===== src/rtl/micro_pkg.sv =====
// Shared types and constants for the 9-bit micro sequencer slice.
package micro_pkg;

  typedef enum logic [2:0] {
    ST_IDLE,
    ST_FETCH,
    ST_DECODE,
    ST_EXEC,
    ST_MEM,
    ST_HALT
  } state_t;

  typedef enum logic [2:0] {
    OP_LOAD_IMM = 3'd0,
    OP_LOAD_MEM = 3'd1,
    OP_MATH     = 3'd5,
    OP_JMP      = 3'd6,
    OP_NOP      = 3'd7
  } opcode_t;

  localparam logic [8:0] HALT_INSTR = 9'h1FF;
  localparam logic [8:0] NOP_INSTR  = 9'h1C0;
  localparam logic [1:0] BIU_NONE   = 2'b11;
  localparam logic [3:0] COND_NONE  = 4'hF;
  localparam logic [3:0] COND_CALL  = 4'h1;

  // Bit positions inside the {V,N,C,Z} flag vector.
  localparam int FLAG_Z = 0;
  localparam int FLAG_C = 1;
  localparam int FLAG_N = 2;
  localparam int FLAG_V = 3;

endpackage


===== src/rtl/micro_sequencer_if.sv =====
// Program/data memory handshake between the sequencer (master) and the BIU side.
interface micro_sequencer_if #(
  parameter int PC_W = 8
);
  logic [PC_W-1:0] o_PC;
  logic            o_Fetch_Req;
  logic            o_Mem_Req;
  logic [8:0]      i_Instr_Data;
  logic            i_Mem_Ready;

  modport master (
    output o_PC, o_Fetch_Req, o_Mem_Req,
    input  i_Instr_Data, i_Mem_Ready
  );

  modport slave (
    input  o_PC, o_Fetch_Req, o_Mem_Req,
    output i_Instr_Data, i_Mem_Ready
  );
endinterface


===== src/rtl/micro_cond_eval.sv =====
// Jump-condition evaluator: decoder condition code against the ALU flags.
module micro_cond_eval
  import micro_pkg::*;
(
  input  logic [3:0] i_cond,
  input  logic [3:0] i_flags,
  output logic       o_taken
);

  // NOTE: every always_comb output gets a default first so no path can infer a latch.
  always_comb begin
    o_taken = 1'b0;
    if (i_cond != COND_NONE && !i_cond[3]) begin
      unique case (i_cond[2:0])
        3'd0, 3'd1: o_taken = 1'b1;
        3'd2:       o_taken = i_flags[FLAG_Z];
        3'd3:       o_taken = !i_flags[FLAG_Z];
        3'd4:       o_taken = i_flags[FLAG_C];
        3'd5:       o_taken = !i_flags[FLAG_C];
        3'd6:       o_taken = i_flags[FLAG_N];
        3'd7:       o_taken = i_flags[FLAG_V];
        default:    o_taken = 1'b0;
      endcase
    end
  end

endmodule


===== src/rtl/micro_sequencer.sv =====
// Fetch/decode/execute controller: owns PC and instruction register, runs the
// memory handshake with a timeout, and gates register-file and flag writes.
module micro_sequencer
  import micro_pkg::*;
#(
  parameter int              PC_W        = 8,
  parameter int              MEM_TIMEOUT = 16,
  parameter logic [PC_W-1:0] RESET_PC    = '0
) (
  input  logic              i_Clk,
  input  logic              i_Reset,
  input  logic              i_Run,
  micro_sequencer_if.master bus,
  input  logic [1:0]        i_SEL_BIU,
  input  logic              i_R_W,
  input  logic [3:0]        i_COND,
  input  logic [3:0]        i_Flags,
  input  logic [PC_W-1:0]   i_Jump_Target,
  output logic [8:0]        o_Instruction,
  output logic              o_Reg_WE,
  output logic              o_Flags_WE,
  output logic [PC_W-1:0]   o_Link_PC,
  output logic              o_Halted,
  output logic              o_Fault
);

  localparam int              CNT_W    = $clog2(MEM_TIMEOUT);
  localparam logic [CNT_W-1:0] CNT_LAST = CNT_W'(MEM_TIMEOUT - 2);

  state_t          r_state;
  logic [PC_W-1:0] r_pc;
  logic [8:0]      r_instr;
  logic            r_fetch_req;
  logic            r_mem_req;
  logic            r_reg_we;
  logic            r_flags_we;
  logic [PC_W-1:0] r_link_pc;
  logic            r_halted;
  logic            r_fault;
  logic [CNT_W-1:0] r_cnt;

  logic            w_taken;
  logic            w_waiting;
  logic [PC_W-1:0] w_pc_inc;

  micro_cond_eval u_cond_eval (
    .i_cond  (i_COND),
    .i_flags (i_Flags),
    .o_taken (w_taken)
  );

  assign w_pc_inc  = r_pc + PC_W'(1);
  assign w_waiting = (r_state == ST_FETCH || r_state == ST_MEM) && !bus.i_Mem_Ready;

  // NOTE: sequential state uses non-blocking assignments only; strobes default low
  // at the top of the block and a later assignment in the same cycle overrides it.
  always_ff @(posedge i_Clk) begin
    if (i_Reset) begin
      r_state     <= ST_IDLE;
      r_pc        <= RESET_PC;
      r_instr     <= NOP_INSTR;
      r_fetch_req <= 1'b0;
      r_mem_req   <= 1'b0;
      r_reg_we    <= 1'b0;
      r_flags_we  <= 1'b0;
      r_link_pc   <= '0;
      r_halted    <= 1'b0;
      r_fault     <= 1'b0;
      r_cnt       <= '0;
    end else begin
      r_reg_we   <= 1'b0;
      r_flags_we <= 1'b0;
      if (w_waiting) begin
        // A ready on the expiry cycle never reaches here, so ready wins the tie.
        if (r_cnt == CNT_LAST) begin
          r_fault     <= 1'b1;
          r_halted    <= 1'b1;
          r_state     <= ST_HALT;
          r_fetch_req <= 1'b0;
          r_mem_req   <= 1'b0;
          r_cnt       <= '0;
        end else begin
          r_cnt <= r_cnt + 1'b1;
        end
      end else begin
        unique case (r_state)
          ST_IDLE: begin
            if (i_Run) begin
              r_state     <= ST_FETCH;
              r_fetch_req <= 1'b1;
              r_cnt       <= '0;
            end
          end
          ST_FETCH: begin
            r_instr     <= bus.i_Instr_Data;
            r_fetch_req <= 1'b0;
            r_cnt       <= '0;
            if (bus.i_Instr_Data == HALT_INSTR) begin
              r_state  <= ST_HALT;
              r_halted <= 1'b1;
            end else begin
              r_state <= ST_DECODE;
            end
          end
          ST_DECODE: r_state <= ST_EXEC;
          ST_EXEC: begin
            if (i_SEL_BIU != BIU_NONE) begin
              r_state   <= ST_MEM;
              r_mem_req <= 1'b1;
              r_cnt     <= '0;
            end else begin
              r_reg_we    <= i_R_W | (w_taken && i_COND == COND_CALL);
              r_flags_we  <= (r_instr[8:6] == OP_MATH);
              r_link_pc   <= w_pc_inc;
              r_pc        <= w_taken ? i_Jump_Target : w_pc_inc;
              r_state     <= i_Run ? ST_FETCH : ST_IDLE;
              r_fetch_req <= i_Run;
              r_cnt       <= '0;
            end
          end
          ST_MEM: begin
            r_mem_req   <= 1'b0;
            r_reg_we    <= i_R_W;
            r_link_pc   <= w_pc_inc;
            r_pc        <= w_pc_inc;
            r_state     <= i_Run ? ST_FETCH : ST_IDLE;
            r_fetch_req <= i_Run;
            r_cnt       <= '0;
          end
          ST_HALT: r_state <= ST_HALT;
          default: r_state <= ST_IDLE;
        endcase
      end
    end
  end

  assign bus.o_PC        = r_pc;
  assign bus.o_Fetch_Req = r_fetch_req;
  assign bus.o_Mem_Req   = r_mem_req;
  assign o_Instruction   = r_instr;
  assign o_Reg_WE        = r_reg_we;
  assign o_Flags_WE      = r_flags_we;
  assign o_Link_PC       = r_link_pc;
  assign o_Halted        = r_halted;
  assign o_Fault         = r_fault;

endmodule


===== src/flat_wrapper.sv =====
// flat-port wrapper written by rule: the top's interface ports become plain ports
module micro_sequencer_flat import micro_pkg::*;
#(
  parameter int              PC_W        = 8,
  parameter int              MEM_TIMEOUT = 16,
  parameter logic [PC_W-1:0] RESET_PC    = '0
)
  (i_Clk, i_Reset, i_Run, i_SEL_BIU, i_R_W, i_COND, i_Flags, i_Jump_Target, o_Instruction, o_Reg_WE, o_Flags_WE, o_Link_PC, o_Halted, o_Fault, bus_o_PC, bus_o_Fetch_Req, bus_o_Mem_Req, bus_i_Instr_Data, bus_i_Mem_Ready);
  micro_sequencer_if #(.PC_W(PC_W)) bus_i ();
  input  logic i_Clk;
  input  logic i_Reset;
  input  logic i_Run;
  input  logic [1:0] i_SEL_BIU;
  input  logic i_R_W;
  input  logic [3:0] i_COND;
  input  logic [3:0] i_Flags;
  input  logic [PC_W-1:0] i_Jump_Target;
  output logic [8:0] o_Instruction;
  output logic o_Reg_WE;
  output logic o_Flags_WE;
  output logic [PC_W-1:0] o_Link_PC;
  output logic o_Halted;
  output logic o_Fault;
  output wire logic [$bits(bus_i.o_PC)-1:0] bus_o_PC;
  output wire logic [$bits(bus_i.o_Fetch_Req)-1:0] bus_o_Fetch_Req;
  output wire logic [$bits(bus_i.o_Mem_Req)-1:0] bus_o_Mem_Req;
  input wire logic [$bits(bus_i.i_Instr_Data)-1:0] bus_i_Instr_Data;
  input wire logic [$bits(bus_i.i_Mem_Ready)-1:0] bus_i_Mem_Ready;
  assign bus_o_PC = bus_i.o_PC;
  assign bus_o_Fetch_Req = bus_i.o_Fetch_Req;
  assign bus_o_Mem_Req = bus_i.o_Mem_Req;
  assign bus_i.i_Instr_Data = bus_i_Instr_Data;
  assign bus_i.i_Mem_Ready = bus_i_Mem_Ready;
  micro_sequencer #(.PC_W(PC_W), .MEM_TIMEOUT(MEM_TIMEOUT), .RESET_PC(RESET_PC)) u_core (.i_Clk(i_Clk), .i_Reset(i_Reset), .i_Run(i_Run), .bus(bus_i), .i_SEL_BIU(i_SEL_BIU), .i_R_W(i_R_W), .i_COND(i_COND), .i_Flags(i_Flags), .i_Jump_Target(i_Jump_Target), .o_Instruction(o_Instruction), .o_Reg_WE(o_Reg_WE), .o_Flags_WE(o_Flags_WE), .o_Link_PC(o_Link_PC), .o_Halted(o_Halted), .o_Fault(o_Fault));
endmodule

===== config.mk =====
export PLATFORM = sky130hd
export DESIGN_NAME = micro_sequencer_flat
export DESIGN_NICKNAME = d
export VERILOG_FILES = /design/src/rtl/micro_pkg.sv /design/src/rtl/micro_sequencer_if.sv /design/src/rtl/micro_cond_eval.sv /design/src/rtl/micro_sequencer.sv /design/src/flat_wrapper.sv
export SDC_FILE = /design/constraint.sdc
export NUM_CORES = 1
export LEC_CHECK = 0
export ABC_CLOCK_PERIOD_IN_PS = 2000
export CORE_ASPECT_RATIO = 0.7
export CORE_UTILIZATION = 46
export DETAILED_ROUTE_END_ITERATION = 12
export HOLD_SLACK_MARGIN = 0.12
export PLACE_DENSITY_LB_ADDON = 0.2
export SYNTH_ARGS = -nofsm -noshare
export SYNTH_HDL_FRONTEND = slang
export SYNTH_SLANG_ARGS = --single-unit

===== constraint.sdc =====
create_clock -name i_Clk -period 2 [get_ports i_Clk]
set_input_delay 0.4 -clock i_Clk [delete_from_list [all_inputs] [get_ports i_Clk]]
set_output_delay 0.4 -clock i_Clk [all_outputs]
set_load 0.005 [all_outputs]

==> impl_summary.txt <==
----------------------------------------------------
[Yosys]
  Cell area after synthesis ... 2020 um2
  Cell count after synthesis ... 256
  Number of different library cells in the post-synthesis netlist ... 44
  Most instantiated library cell after synthesis ... sky130_fd_sc_hd__nand2_1
  Synth area leader ... sky130_fd_sc_hd__dfxtp_1
  Average footprint of a synthesized cell ... 7.87 um2
  Post-synthesis mux area share ... 1.49%
  Area fraction in and, or, nand and nor cells after synthesis ... 32.2%
  Share of Yosys cell area claimed by the top area cell type ... 37.7%
  Post-synthesis net count ... 291
  Post-synthesis sequential element count ... 38
  Sequential cell area fraction in the yosys report ... 37.7%
  Number of warnings issued by yosys ... 0
  Fraction of the mapped netlist area in compound gates ... 18.5%
  Number of enable-type register cells in the synthesized netlist ... 0
  Top post-synthesis cells by area ... sky130_fd_sc_hd__dfxtp_1, sky130_fd_sc_hd__nand2_1, sky130_fd_sc_hd__nor2_1
  Async S/R FF share, synth ... 0%
  Combinational family with the most area after synthesis ... simple AND/OR/NAND/NOR gates
  List of most frequent post-synthesis cells ... sky130_fd_sc_hd__nand2_1, sky130_fd_sc_hd__dfxtp_1, sky130_fd_sc_hd__nor2_1, sky130_fd_sc_hd__a21oi_1, sky130_fd_sc_hd__a211oi_1
  Xor/xnor cell area share of the yosys netlist ... 3.04%
  Primary FF master, synth ... sky130_fd_sc_hd__dfxtp_1
  Adder and majority gate portion of the synthesized area ... 1.86%

[Setup path]
  Kind of start point of the critical path ... input pin
  R2R Path End ... u_core.bus.o_PC[3]$_SDFFE_PP0P_
  Type of the worst setup path ... input pin to flip-flop
  Required @ worst endpoint ... 2200 ps
  Setup crit end kind ... flip-flop
  Signal arrival time at the worst endpoint ... 2110 ps
  Critical register-to-register path startpoint ... u_core.r_state[2]$_SDFFE_PP0P_
  FF-to-FF path depth ... 5
  Worst reg-to-reg setup slack ... 210 ps
  Crit Path Max Fanout ... 10
  Crit path from ... i_COND[2]

[Floorplanning]
  Die width ... 81.1 um
  Ports placed on the boundary ... 63
  Area of the die ... 4660 um2
  Floorplan Core Area ... 4070 um2
  Die height ... 57.4 um
  Starting utilization of the core area ... 49.6%
  Row count ... 19

[Layout]
  Number of nets in the finished design ... 364
  Total area of sequential cells ... 761 um2
  Share of the core filled with cells in the final layout ... 71.7%
  Number of antenna diodes ... 0
  Area occupied by multi-input gates ... 1150 um2
  Layout fillers ... 324
  Area growth syn-to-layout ... 44.5%
  Cell area after layout ... 2910 um2
  Proportion of layout cells with a drive suffix above 1 ... 9.70%

[STA]
  Final number of setup-violating endpoints ... 0
  Final clock period utilization by the worst path ... 95.7%
  Final hold violation count ... 0
  Worst-margin pin slew ... 532 ps
  Worst Clk Skew ... 7.71 ps
  Fmax achieved ... 523 MHz
  Setup repair after global routing missed its margin ... false
  Worst setup margin ... 86.2 ps
  Max Slew Vio Count ... 0
  Worst max-slew margin expressed relative to the limit ... 64.2%
  Crit path time final ... 1910 ps
  Total negative slack ... 0 ps

[GRT]
  Number of antenna violations at the first check in global routing ... 0
  First-pass GRT wire length ... 8.41 mm
  Overall Global Routing Usage ... 23.7%
  Vias in the first global route ... 1,854
  Pin count of the biggest net entering global routing ... 16
  Sum of overflow across all layers after global routing ... 0

[Clock tree]
  Total number of H-tree levels ... 2
  Number of post-CTS setup repair buffers ... 0
  Clock tree sinks ... 38
  Maximum count of clock buffers along a single path ... 2
  CTS root buf ... sky130_fd_sc_hd__clkbuf_8
  Total clock buffers created by CTS ... 5
  Clock network latency to the later pin of the worst-skew pair ... 280 ps
  Hold bufs inserted after CTS ... 0
  Gates resized, CTS repair ... 0
  Clock-pin transition on the worst setup and hold timing paths ... 80 ps
  TritonCTS clock tree ... built

[Min path]
  Destination of the worst hold path ... u_core.o_Fault$_SDFFE_PP0P_
  Cell count of the worst hold path ... 2
  Worst hold path class ... flip-flop to flip-flop
  Worst hold start ... u_core.o_Fault$_SDFFE_PP0P_

[Routing]
  DR vias/cell ... 5.42
  DR vias ... 2,072
  Starting DRT DRC Count ... 113
  DRC viols ... 0
  First drt pass iteration count ... 4
  Post-detailed-routing wire length ... 5.09 mm
  WL per Instance ... 13.3 um
  Detail Route Antenna Nets ... 0

[Placement]
  Worst slack, placed ... -173 ps
  Detailed placer's ending HPWL ... 3.73 mm
  Gpl congestion ... 0.792
  Number of buffer cells added on primary ports ... 62
  Cell area reported after detailed placement ... 2770 um2

[Power]
  Max IR drop VDD ... 0.570 mV
  Standby leakage power ... 1.06 nW
  Power density relative to cell area ... 1030 nW/um2

[Run status]
  Outcome ... finished clean

[Run]
  Number of violations of the max-capacitance limit ... 0

----------------------------------------------------
[layer usage]
metal  wire, um  track usage [%]
met5          0                0
met2       2050             34.1
met4         43             7.40
met1       2580             34.7
met3        425             5.60
[cells in the final DEF, fill, tap and decap left out, types with 2 or more instances in the layout]
cell type	instances
sky130_fd_sc_hd__clkdlybuf4s50_1	62
sky130_fd_sc_hd__a21oi_1	15
sky130_fd_sc_hd__and2_1	4
sky130_fd_sc_hd__nor3b_1	3
sky130_fd_sc_hd__nand2b_1	8
sky130_fd_sc_hd__nand3b_1	7
sky130_fd_sc_hd__nor4b_1	3
sky130_fd_sc_hd__o221ai_1	2
sky130_fd_sc_hd__a31oi_1	7
sky130_fd_sc_hd__a211oi_1	10
sky130_fd_sc_hd__o21ai_0	7
sky130_fd_sc_hd__bufinv_16	2
sky130_fd_sc_hd__o22ai_1	5
sky130_fd_sc_hd__buf_4	21
sky130_fd_sc_hd__o21a_1	2
sky130_fd_sc_hd__clkbuf_8	6
sky130_fd_sc_hd__dfxtp_1	38
sky130_fd_sc_hd__and3_1	3
sky130_fd_sc_hd__or3_1	5
sky130_fd_sc_hd__nand2_1	40
sky130_fd_sc_hd__nand3_1	4
sky130_fd_sc_hd__nor3_1	6
sky130_fd_sc_hd__mux2i_1	3
sky130_fd_sc_hd__nor2b_1	6
sky130_fd_sc_hd__inv_1	4
sky130_fd_sc_hd__nor2_1	27
sky130_fd_sc_hd__ha_1	3
sky130_fd_sc_hd__xor2_1	3
sky130_fd_sc_hd__nand4_1	4
sky130_fd_sc_hd__xnor2_1	4
sky130_fd_sc_hd__nor4_1	3
[critical path: stages]
cell and delay, ps:
sky130_fd_sc_hd__clkdlybuf4s50_1 490, sky130_fd_sc_hd__and4b_1 220, sky130_fd_sc_hd__or3_4 380, sky130_fd_sc_hd__buf_4 170, sky130_fd_sc_hd__or2_1 250, sky130_fd_sc_hd__o221ai_1 190
[logic make-up after synthesis]
| group | after synthesis |
|---|---|
| simple gates | 127 |
| compound gates | 57 |
| flops | 38 |
| buf+inv | 21 |
| xor+xnor | 7 |
| mux | 3 |
| fa+ha+maj | 3 |
[worst max-delay path by stage]
| stage | slack [ps] | cells past startpoint | endpoint |
|---|---|---|---|
| 3_3_place_gp | -90 | 6 | u_core.bus.o_PC[5]$_SDFFE_PP0P_ |
| 6_report | 90 | 6 | u_core.bus.o_PC[6]$_SDFFE_PP0P_ |
| 3_5_place_dp | -170 | 6 | u_core.bus.o_PC[6]$_SDFFE_PP0P_ |
| 5_1_grt | 9 | 6 | u_core.bus.o_PC[6]$_SDFFE_PP0P_ |
| 4_1_cts | 100 | 6 | u_core.bus.o_PC[6]$_SDFFE_PP0P_ |
| 2_1_floorplan | 400 | 5 | u_core.bus.o_PC[1]$_SDFFE_PP0P_ |
[registers in the layout, summed over array words and instances, names as in the netlist]
name                    count
u_core.o_Fault              1
u_core.bus.o_PC             8
u_core.o_Flags_WE           1
u_core.o_Reg_WE             1
u_core.bus.o_Mem_Req        1
u_core.o_Instruction        9
u_core.r_cnt                4
u_core.r_state              3
u_core.bus.o_Fetch_Req      1
u_core.o_Halted             1
u_core.o_Link_PC            8
[cell type report]
type | instances | area share, %
multi-input cells | 197 | 39.5
repair buffers | 83 | 26.7
flip-flops and latches | 38 | 26.1
clock buffers | 6 | 2.84
well taps | 52 | 2.23
clock inverters | 2 | 2.06
inverters | 4 | 0.515
[through the flow]
stage          power (mW)  std cells  hold WS (ps)
2_1_floorplan        1.70        256           442
3_3_place_gp         2.16        374           435
3_5_place_dp         2.19        374           437
4_1_cts              3.00        382           448
5_1_grt              3.18        382           478
6_report             2.99        382           449
[where the power goes]
part           switching [mW]  internal, mW
Combinational           0.550         0.609
Sequential              0.139         0.896
Clock                   0.268         0.532
No activity file was read; power rests on OpenSTA's default activity.
